<file path="config.mk">
export PLATFORM = sky130hd
export DESIGN_NAME = divider_seq
export DESIGN_NICKNAME = d
export VERILOG_FILES = /design/src/rtl/divider_seq.sv
export SDC_FILE = /design/constraint.sdc
export NUM_CORES = 1
export LEC_CHECK = 0
export BUFFER_PORTS_ARGS = -buffer_cell sky130_fd_sc_hd__buf_2
export CORE_MARGIN = 5
export CORE_UTILIZATION = 30
export CTS_CLUSTER_DIAMETER = 60
export DETAILED_ROUTE_END_ITERATION = 10
export GPL_TIMING_DRIVEN = 0
export PLACE_DENSITY = 0.48
export SLEW_MARGIN = 20
export SYNTH_ARGS = -nofsm -noshare
export SYNTH_HDL_FRONTEND = slang
export SYNTH_SLANG_ARGS = --single-unit
</file>
<file path="constraint.sdc">
create_clock -name clk -period 7 [get_ports clk]
set_clock_uncertainty 0.15 [all_clocks]
set_input_delay 1.05 -clock clk [delete_from_list [all_inputs] [get_ports clk]]
set_output_delay 1.05 -clock clk [all_outputs]
set_load 0.03 [all_outputs]
</file>
<file path="src/rtl/divider_seq.sv">
// Iterative restoring divider: one quotient bit per clock behind start/busy/done.
// Define DIVIDER_SIGNED_EN for two's-complement operands (truncating division).
module divider_seq #(
  parameter int WIDTH = 16
) (
  input  logic             clk,
  input  logic             rst,
  input  logic             start,
  input  logic [WIDTH-1:0] ina,
  input  logic [WIDTH-1:0] inb,
  output logic             busy,
  output logic             done,
  output logic [WIDTH-1:0] quot,
  output logic [WIDTH-1:0] rem,
  output logic             div_by_zero
);

  localparam int CW = (WIDTH > 2) ? $clog2(WIDTH) : 1;

  typedef enum logic [1:0] {IDLE, RUN, FIN} state_t;

  state_t         state, state_nxt;
  logic [WIDTH-1:0] qreg, prem, dvs;
  logic [CW-1:0]    cnt;

  logic             accept, zero_div, last;
  logic [WIDTH-1:0] mag_a, mag_b;
  logic [WIDTH:0]   cand, trial;
  logic             pos;
  logic [WIDTH-1:0] nprem, nq, res_q, res_r;

  assign accept   = start && (state != RUN);
  assign zero_div = (inb == '0);
  assign last     = (cnt == CW'(WIDTH-1));

`ifdef DIVIDER_SIGNED_EN
  logic neg_q, neg_r;
  // Magnitudes feed the unsigned core; the most-negative value maps to 2^(WIDTH-1).
  assign mag_a = ina[WIDTH-1] ? -ina : ina;
  assign mag_b = inb[WIDTH-1] ? -inb : inb;
  assign res_q = neg_q ? -nq : nq;
  assign res_r = neg_r ? -nprem : nprem;
`else
  assign mag_a = ina;
  assign mag_b = inb;
  assign res_q = nq;
  assign res_r = nprem;
`endif

  // One restoring step; the trial difference's MSB is its sign.
  assign cand  = {prem, qreg[WIDTH-1]};
  assign trial = cand - {1'b0, dvs};
  assign pos   = ~trial[WIDTH];
  assign nprem = pos ? trial[WIDTH-1:0] : cand[WIDTH-1:0];
  assign nq    = {qreg[WIDTH-2:0], pos};

  always_ff @(posedge clk) begin
    if (rst) state <= IDLE;
    else     state <= state_nxt;
  end

  always_comb begin
    state_nxt = state;
    case (state)
      IDLE, FIN: begin
        if (accept) state_nxt = zero_div ? FIN : RUN;
        else        state_nxt = IDLE;
      end
      RUN:     if (last) state_nxt = FIN;
      default: state_nxt = IDLE;
    endcase
  end

  always_comb begin
    busy = (state == RUN);
    done = (state == FIN);
  end

  always_ff @(posedge clk) begin
    if (rst) begin
      qreg        <= '0;
      prem        <= '0;
      dvs         <= '0;
      cnt         <= '0;
      quot        <= '0;
      rem         <= '0;
      div_by_zero <= 1'b0;
`ifdef DIVIDER_SIGNED_EN
      neg_q       <= 1'b0;
      neg_r       <= 1'b0;
`endif
    end else if (accept) begin
      if (zero_div) begin
        quot        <= '1;
        rem         <= ina;
        div_by_zero <= 1'b1;
      end else begin
        qreg <= mag_a;
        dvs  <= mag_b;
        prem <= '0;
        cnt  <= '0;
`ifdef DIVIDER_SIGNED_EN
        neg_q <= ina[WIDTH-1] ^ inb[WIDTH-1];
        neg_r <= ina[WIDTH-1];
`endif
      end
    end else if (state == RUN) begin
      qreg <= nq;
      prem <= nprem;
      cnt  <= cnt + CW'(1);
      if (last) begin
        quot        <= res_q;
        rem         <= res_r;
        div_by_zero <= 1'b0;
      end
    end
  end

endmodule
</file>
==> impl_results.md <==
* P_leak at 0.002149 uW
* Power per Cell Area at a little under 300 mW/mm^2
* DIE WIDTH at 131.5 um
* Finish-stage setup viols at 0
* GRT busiest layer: met2
* Fin. Hold Viols at 0
* Tightest Pin Transition at 762.4 ps
* Port Buffers at 69
* Status: complete, no violations
* Post-synth top area share at 39.36%
* ANT cells at 0
* H-tree lvl count at 3
* Gr usage total at approximately 16%
* FMAX at roughly 0.29 GHz
* Period utilisation layout at 49.17%
* DRT Pass-1 Iters at 5
* Clk sink count at 87
* Tmin final at between 3000 and 4000 ps
* Global-route wire length before repair at ~23,000 um
* Worst setup endpoint: prem[11]
* GR Overflow Total at 0
* Starting DRC count in detailed routing at between 300 and 400
* Finished Layout Cells at 825
* Wirelength per Cell at 16.83 um
* Die area at ~0.017 sq mm
* Cell Area, Synth at 0.004425 sq mm
* Root buffer cell: clkbuf_16
* Crit path arrival time at 3560 ps
* # hold bufs at CTS at 0
* Share of cells above drive strength 1 at 16.07%
* Via count at 4,269
* Slew Viols, Final at 0
* Number of synthesized register bits at 87
* R2R cell count at 11
* Worst skew pair latency at 340 ps
* RSZ-0062 raised after global routing: no
* Core Box Area at approximately 0.014 sq mm
* Critical Setup Path Class: in -> reg
* Top post-synthesis cells by area: dfxtp_1 (39%), nand2_1 (8.7%), nor2_1 (5.9%)
* Ports at 70
* Hold WC Path Type: reg -> reg
* R2R Path End: rem[9]
* Gate Count Post-Synth at 557
* Starting Density at 30.57%
* Fill count at ~1,600
* CTS tree: built
* DRT Wirelength at about 14,000 um
* RePlAce Congestion at 0.8242
* Post-synth EDFFs at 0
* # nets final at 690
* Synth unique cells at 62
* Post-synth top cells: nand2_1 (102), dfxtp_1 (87), nor2_1 (69)
* DRC viols at 0
* Syn_nets at 610
* Max_slew headroom at 48.53%
* Post-CTS sizing at 0
* Max-Cap Viols at 0
* R2r startpoint: qreg[15]
* Asr flop ratio synth at 0%
* Seq/Total Area, Yosys at 39.36%
* Critical Path RT at 7110 ps
* Largest net degree at the start of global routing at 15
* Syn Area/Cell at 7.945 sq um
* Placed cells at 810
* Initial antenna violation count at 0
* Post-DP HPWL at 11,080 um
* Startpoint types: input port
* TritonCTS buffer count at 9
* Clock transition at path regs at 60 ps
* Worst vdd ir at roughly 0.00013 V
* Most common flop cell mapped by yosys: dfxtp_1
* GR Util met3 at 3.479%
* Row cnt at 44
* Via density at 5.175
* Area leader, netlist: dfxtp_1
* Area Overhead vs Synth at 19.48%
* Met1 Use GR at a little under a quarter
* Met2 Use GR at between 20% and 30%
* Number of global-route vias before repair at between 4,000 and 5,000
* Chip Height at 131.5 um
* Most numerous cell in the Yosys netlist: nand2_1
* TNS Setup at 0 ps
* Synth warnings at 0
* Setup crit start: inb[10]
* Detail Route Antenna Nets at 0
* Reg2Reg Setup Slack at 3870 ps
* Post-CTS Setup Bufs at 0
* Endpoint class of the critical path: register
* Worst-case clock buffer depth at 2
* CP max FO at 10
[flip-flops by register name (all words and copies together) (netlist names)]
name / flops
prem: 16
dvs: 16
div_by_zero: 1
rem: 16
qreg: 16
quot: 16
cnt: 4
state: 2
[stage by stage]
stage | setup slack (ps) | utilization (%) | power (uW) | hold WS [ps] | instance area, sq um
after floorplan | 4241 | - | 952.0 | 286.3 | 4425
after global placement | 3092 | 34.54 | 1082 | 297.5 | 5001
after detailed placement | 3108 | 34.54 | 1086 | 297.7 | 5001
after CTS | 3463 | 36.52 | 1571 | 306.2 | 5288
after global routing | 3196 | 36.52 | 1647 | 319.0 | 5288
final | 3558 | 36.52 | 1559 | 303.1 | 5288
[final cells by class]
cell class / count / area [sq um] / share of cell area (%)
multi-input cells: 420 / 2485 / 46.99
flip-flops and latches: 87 / 1742 / 32.94
repair buffers: 69 / 345.3 / 6.531
well taps: 184 / 230.2 / 4.354
clock buffers: 10 / 229.0 / 4.330
plain buffers: 30 / 123.9 / 2.343
inverters: 20 / 75.07 / 1.420
clock inverters: 5 / 57.56 / 1.089
[power by group]
part           switching, uW  internal (uW)  total (uW)
clock network            206            276         481
logic                    313            217         529
registers               26.2            522         548
total                    545           1010        1560
[how the worst min path moves through the flow]
stage | startpoint | end | slack [ps] | depth (start not counted)
after floorplan | dvs[10] | dvs[10] | 290 | 2
after global placement | dvs[8] | dvs[8] | 300 | 2
after detailed placement | dvs[15] | dvs[15] | 300 | 2
after CTS | dvs[15] | dvs[15] | 310 | 2
after global routing | dvs[15] | dvs[15] | 320 | 2
final | dvs[15] | dvs[15] | 300 | 2
[metal layers]
layer / routed length, um / share of wire, %
met5: 0 / 0
met4: 195 / 1.4
met3: 717 / 5.2
met2: 6070 / 44
met1: 6904 / 50
[cells by family after synthesis]
family	Yosys count	synth area share, %
multiplexers	13	3.167
AO/OA/AOI/OAI	140	21.46
XOR/XNOR	13	3.167
buffers and inverters	50	4.495
AND/OR/NAND/NOR	236	23.10
flip-flops	87	39.36
adder cells (fa/ha/maj)	18	5.259
[cells in the final DEF, fill, tap and decap left out, types with 9 or more instances in the layout]
master and instances:
ha_1 17, dfxtp_1 87, buf_2 72, mux2i_1 11, nand3_1 9, a21oi_1 32
clkbuf_1 26, nor2_1 69, inv_1 19, nand2b_1 9, o21ai_0 36, a311oi_1 16
clkbuf_16 9, nor3_1 19, nand2_1 102
[worst max-delay path, stage by stage]
cell	delay, ps
buf_2	100
nor4_1	440
nand4_1	350
nand2_1	190
nand2_1	240
nor2_1	520
clkbuf_1	470
nand2_1	90
o21ai_0	90
No activity file was read; power rests on OpenSTA's default activity.
